[config.mk]
export PLATFORM = sky130hd
export DESIGN_NAME = uart_tx_stream_flat
export DESIGN_NICKNAME = d
export VERILOG_FILES = /design/src/rtl/uart_pkg.sv /design/src/rtl/uart_tx_stream_if.sv /design/src/rtl/uart_bit_timer.sv /design/src/rtl/uart_tx_stream.sv /design/src/flat_wrapper.sv
export SDC_FILE = /design/constraint.sdc
export NUM_CORES = 1
export LEC_CHECK = 0
export ABC_AREA = 1
export BUFFER_PORTS_ARGS = -buffer_cell sky130_fd_sc_hd__buf_2
export CAP_MARGIN = 20
export CORE_UTILIZATION = 34
export CTS_BUF_LIST = sky130_fd_sc_hd__clkbuf_16
export CTS_CLUSTER_SIZE = 10
export DETAILED_ROUTE_END_ITERATION = 8
export REMOVE_ABC_BUFFERS = 1
export SYNTH_ARGS = -nofsm -noshare
export SYNTH_HDL_FRONTEND = slang
export SYNTH_SLANG_ARGS = --single-unit
[constraint.sdc]
create_clock -name clk -period 2.47 [get_ports clk]
set_clock_uncertainty 0.15 [all_clocks]
set_input_delay 0.494 -clock clk [delete_from_list [all_inputs] [get_ports clk]]
set_output_delay 0.494 -clock clk [all_outputs]
set_load 0.05 [all_outputs]
[src/rtl/uart_pkg.sv]
// uart_pkg: shared UART transmitter types and constants.
package uart_pkg;
  localparam int UART_DATA_BITS = 8;
  typedef enum logic [2:0] {IDLE, START, DATA, PARITY, STOP} uart_tx_state_t;
endpackage

[src/rtl/uart_tx_stream_if.sv]
// uart_tx_stream_if: ready/valid byte stream feeding the UART transmitter.
interface uart_tx_stream_if import uart_pkg::*; ();
  logic                      recv_tvalid;
  logic                      recv_tready;
  logic [UART_DATA_BITS-1:0] recv_tdata;
  modport master (output recv_tvalid, output recv_tdata, input recv_tready);
  modport slave (input recv_tvalid, input recv_tdata, output recv_tready);
endinterface

[src/rtl/uart_bit_timer.sv]
// uart_bit_timer: down-counter pulsing bit_done on the last cycle of each bit period.
module uart_bit_timer #(
  parameter int CLKS_PER_BIT = 100
) (
  input  logic clk,
  input  logic rst,
  input  logic restart,
  output logic bit_done
);
  localparam int W = $clog2(CLKS_PER_BIT);
  localparam logic [W-1:0] TOP = W'(CLKS_PER_BIT - 1);
  logic [W-1:0] cnt_q, cnt_d;
  assign bit_done = cnt_q == '0;
  assign cnt_d = (restart || bit_done) ? TOP : cnt_q - 1'b1;
  always_ff @(posedge clk) cnt_q <= rst ? '0 : cnt_d;
endmodule

[src/rtl/uart_tx_stream.sv]
// uart_tx_stream: ready/valid byte stream to 8N1 UART TX, back-to-back frames without idle gap.
// Define UART_TX_PARITY_EN to insert a parity bit (even/odd chosen by PARITY_ODD).
module uart_tx_stream import uart_pkg::*; #(
  parameter int CLKS_PER_BIT = 100,
  parameter int STOP_BITS    = 1,
  parameter int PARITY_ODD   = 0
) (
  input  logic clk,
  input  logic rst,
  uart_tx_stream_if.slave recv,
  output logic tx,
  output logic busy
);
  if (CLKS_PER_BIT < 2 || CLKS_PER_BIT > 65535 || STOP_BITS < 1 || STOP_BITS > 2 ||
      PARITY_ODD < 0 || PARITY_ODD > 1) begin : g_bad_params
    $error("uart_tx_stream: illegal parameter value");
  end
  uart_tx_state_t state_q, state_d;
  logic [UART_DATA_BITS-1:0] shift_q, shift_d;
  logic [2:0] idx_q, idx_d;
  logic tx_d, bit_done, last_stop, hs, par_bit;
`ifdef UART_TX_PARITY_EN
  localparam uart_tx_state_t AFTER_DATA = PARITY;
  logic par_q;
  always_ff @(posedge clk) par_q <= rst ? 1'b0 : hs ? ^recv.recv_tdata ^ 1'(PARITY_ODD) : par_q;
  assign par_bit = par_q;
`else
  localparam uart_tx_state_t AFTER_DATA = STOP;
  assign par_bit = 1'b1;
`endif
  // tready opens on the final stop cycle so the next start bit follows with no gap
  assign last_stop = state_q == STOP && bit_done && idx_q == 3'(STOP_BITS - 1);
  assign recv.recv_tready = !rst && (state_q == IDLE || last_stop);
  assign hs = recv.recv_tvalid && recv.recv_tready;
  assign busy = state_q != IDLE;
  uart_bit_timer #(.CLKS_PER_BIT(CLKS_PER_BIT)) u_timer (
    .clk(clk), .rst(rst), .restart(state_q == IDLE), .bit_done(bit_done)
  );
  always_comb begin
    state_d = state_q;
    shift_d = shift_q;
    idx_d = idx_q;
    if (hs) begin
      state_d = START;
      shift_d = recv.recv_tdata;
      idx_d = '0;
    end else if (bit_done) begin
      case (state_q)
        START: begin
          state_d = DATA;
          idx_d = '0;
        end
        DATA: begin
          shift_d = shift_q >> 1;
          state_d = idx_q == 3'(UART_DATA_BITS - 1) ? AFTER_DATA : DATA;
          idx_d = idx_q == 3'(UART_DATA_BITS - 1) ? 3'd0 : idx_q + 3'd1;
        end
        PARITY: begin
          state_d = STOP;
          idx_d = '0;
        end
        STOP: begin
          state_d = last_stop ? IDLE : STOP;
          idx_d = idx_q + 3'd1;
        end
        default: ;
      endcase
    end
    tx_d = state_d == START ? 1'b0 : state_d == DATA ? shift_d[0] : state_d == PARITY ? par_bit : 1'b1;
  end
  always_ff @(posedge clk) begin
    if (rst) begin
      state_q <= IDLE;
      shift_q <= '0;
      idx_q <= '0;
      tx <= 1'b1;
    end else begin
      state_q <= state_d;
      shift_q <= shift_d;
      idx_q <= idx_d;
      tx <= tx_d;
    end
  end
endmodule

[src/flat_wrapper.sv]
// flat-port wrapper written by rule: the top's interface ports become plain ports
module uart_tx_stream_flat import uart_pkg::*;
#(
  parameter int CLKS_PER_BIT = 100,
  parameter int STOP_BITS    = 1,
  parameter int PARITY_ODD   = 0
)
  (clk, rst, tx, busy, recv_recv_tvalid, recv_recv_tdata, recv_recv_tready);
  uart_tx_stream_if recv_i ();
  input  logic clk;
  input  logic rst;
  output logic tx;
  output logic busy;
  input wire logic [$bits(recv_i.recv_tvalid)-1:0] recv_recv_tvalid;
  input wire logic [$bits(recv_i.recv_tdata)-1:0] recv_recv_tdata;
  output wire logic [$bits(recv_i.recv_tready)-1:0] recv_recv_tready;
  assign recv_i.recv_tvalid = recv_recv_tvalid;
  assign recv_i.recv_tdata = recv_recv_tdata;
  assign recv_recv_tready = recv_i.recv_tready;
  uart_tx_stream #(.CLKS_PER_BIT(CLKS_PER_BIT), .STOP_BITS(STOP_BITS), .PARITY_ODD(PARITY_ODD)) u_core (.clk(clk), .rst(rst), .recv(recv_i), .tx(tx), .busy(busy));
endmodule
==> run metrics <==
clk_lat worst skew=roughly 250 ps; most common library cell in the layout ignoring fill and taps=sky130_fd_sc_hd__nand2_1; via count of the first global-routing pass=~900; fraction of the mapped netlist area in adder cells=5.02%; number of failing setup endpoints in the final timing report=0; clock tree from TritonCTS=done; routability cong.=0.845; share of the clock period used by the worst path=90.7%; startpoint type of the worst setup path=flop; number of clock sinks seen by CTS=22; filler cell count=364; remaining antenna violation count after routing=0; chip width=around 63 microns; cell depth of the worst flop-to-flop path=11; transition time of the tightest slew-check pin=roughly 280 ps; met1 wire length=1160 microns; antenna cell count=0; RR Endpoint=u_core.tx; Worst Path Required=between 1500 and 2000 ps; commonest non-fill, non-tap cells in the layout=sky130_fd_sc_hd__nand2_1 (48), sky130_fd_sc_hd__dfxtp_1 (22), sky130_fd_sc_hd__nor2_1 (21); highest clock frequency the design can meet=around 0.45 GHz; detailed-route via count=around 1000; Wirelength per Cell=9.89 microns; cell accounting for the most synthesized area=sky130_fd_sc_hd__dfxtp_1; count of cells resized by post-cts repair=0; kind of critical path=reg2out; ys flop type=sky130_fd_sc_hd__dfxtp_1; Hold/Removal Path Class=in2reg; status=finished, final reports clean; asr flop ratio synth=0%; total length of routed wires=about 2300 microns; met3 routed WL=roughly 80 microns; die outline area=3920 sq um; count of yosys warnings during synthesis=0; area share of xor/xnor cells in the synthesized design=less than 1%; cell area after placement=1360 sq um; utilization after layout=a little over two fifths; fraction of layout instances using a drive strength above 1=a little over a fifth; PwrDens=636 nW/um^2; Peak VDD IR=about 0.00038 V; worst slack at placement=510 ps; count of unique library cells instantiated by Yosys=28; effective utilization at floorplan=36.5%; Final Cell Area=around 1400 sq um; critical path fanouts, max=5; Maximum Capacitance Violations=0; number of clock buffers inserted by TritonCTS=3; RSZ-0062 raised after global routing=no; Compound-Gate Fraction of Synth Area=approximately 9.0%; worst max-slew margin expressed relative to the limit=around four fifths; number of top-level pins=14; total routing resource utilization after global routing=about an eighth; height of the die=62.6 microns; maximum number of buffers from clock root to sink=2; number of H-tree branching levels=1; least setup slack across all paths after layout=between 200 and 250 ps; post-DP HPWL=approximately 1800 microns; Synth Instances=between 150 and 200; length of routed met2 wiring=approximately 1000 microns; register area share after synthesis=35.3%; dominant combinational cell family by area after synthesis=simple AND/OR/NAND/NOR gates; total count of hold-check failures in the final report=0; min cycle time layout=between 2000 and 2500 ps; Synth top area share=roughly a third; TritonRoute pass-1 iters=4; average footprint of a synthesized cell=approximately 7 sq um; Final TNS setup=0 ps; global route overflow=0; first-pass GRT wire length=4110 microns; top layer in use=met4; clk slew on worst S/H paths=approximately 60 ps; leak pwr=about 0.65 nW; R2R Path Start=u_core.u_timer.cnt_q[0]; Post-synth EDFFs=0; setup bufs post-CTS=0; CTS root buf=sky130_fd_sc_hd__clkbuf_16; count of state elements after synthesis=22; number of buffers added to fix hold violations after cts=0; core footprint=3420 sq um; pin count of the biggest net entering global routing=17; Arrival @ worst endpoint=between 1500 and 2000 ps; Site Rows=21; drt via density=4.47; antenna violations before repair=0; hold path startpoint=recv_recv_tdata[5]; number of nets in the finished design=approximately 210; final number of max-transition violations=0; initial DRC count=39; number of port buffers=13; DRC Markers=0; simple-gate portion of the synthesized area=roughly 42%; ranking of synthesized cells by area=sky130_fd_sc_hd__dfxtp_1 (35%), sky130_fd_sc_hd__nand2_1 (14%), sky130_fd_sc_hd__nor2_1 (6.3%); kind of capture point of the worst setup path=output pin; area added between synthesis and finish=15.0%; Syn Std Cell Area=around 1200 sq um; flop-to-flop setup slack=640 ps; Worst Hold Path EP=u_core.shift_q[5]; multiplexer share of the synthesized area=0%; number of instances on the worst hold path=3
critical path, stage by stage (launching register included):
cell,delay [ps]
sky130_fd_sc_hd__dfxtp_1,290
sky130_fd_sc_hd__inv_1,100
sky130_fd_sc_hd__ha_1,190
sky130_fd_sc_hd__nand2_1,90
sky130_fd_sc_hd__nor2_4,170
sky130_fd_sc_hd__nand2_2,90
sky130_fd_sc_hd__a21oi_2,130
sky130_fd_sc_hd__buf_2,270
cell type report:
class	count	area (sq um)	share of cell area, %
inverter	20	75.1	5.23
sequential	22	440	30.7
timing repair buffer	14	72.6	5.06
tap	46	57.6	4.01
clock buffer	3	75.1	5.23
multi-input combinational	128	711	49.5
clock inverter	1	3.75	0.262
worst max path at each step:
stage               cells past startpoint               end                     from
floorplan                               6  recv_recv_tready  u_core.u_timer.cnt_q[0]
global route                            7  recv_recv_tready  u_core.u_timer.cnt_q[0]
CTS                                     7  recv_recv_tready  u_core.u_timer.cnt_q[0]
finish                                  7  recv_recv_tready  u_core.u_timer.cnt_q[0]
global placement                        7  recv_recv_tready  u_core.u_timer.cnt_q[0]
detailed placement                      7  recv_recv_tready  u_core.u_timer.cnt_q[0]
metrics by stage:
| stage | hold WS, ps | total power (W) | cells |
|---|---|---|---|
| after floorplan | 308 | 0.000537 | 170 |
| after global placement | 329 | 0.000579 | 230 |
| after detailed placement | 327 | 0.000579 | 230 |
| after CTS | 305 | 0.000924 | 234 |
| after global routing | 310 | 0.000959 | 234 |
| final | 307 | 0.000913 | 234 |
synth_stat cells, types with 3 or more instances:
master	number
sky130_fd_sc_hd__nand2_1	48
sky130_fd_sc_hd__dfxtp_1	22
sky130_fd_sc_hd__nor2_1	21
sky130_fd_sc_hd__inv_1	16
sky130_fd_sc_hd__nand3_1	11
sky130_fd_sc_hd__a21oi_1	8
sky130_fd_sc_hd__ha_1	5
sky130_fd_sc_hd__nor2_4	5
sky130_fd_sc_hd__inv_2	4
sky130_fd_sc_hd__nand4_1	4
sky130_fd_sc_hd__o21ai_0	4
sky130_fd_sc_hd__nor2_2	3
cells by family (layout without fill, tap and decap cells):
logic type               count (synthesis)  after routing
AO/OA/AOI/OAI                           19             19
AND/OR/NAND/NOR                        103            103
flip-flops                              22             22
buffers and inverters                   23             38
XOR/XNOR                                 1              1
adder cells (fa/ha/maj)                  5              5
routing by layer:
layer  up-vias  global-route usage, %
met4         0                   5.23
met2        12                   21.2
met3         5                   4.01
met5         -                      0
li1        584                      -
met1       446                   16.9
sequential cells by signal, summed over array words and instances, names as in the netlist:
name                  cells
u_core.shift_q            8
u_core.u_timer.cnt_q      7
u_core.idx_q              3
u_core.state_q            3
u_core.tx                 1
power breakdown:
part           switching [W]  internal, W  total (W)
clock network       0.000127     0.000216   0.000343
logic               0.000114    0.0000598   0.000173
registers          0.0000178     0.000379   0.000397
total               0.000258     0.000655   0.000913
Note: power is estimated with default switching activity, not from simulation.
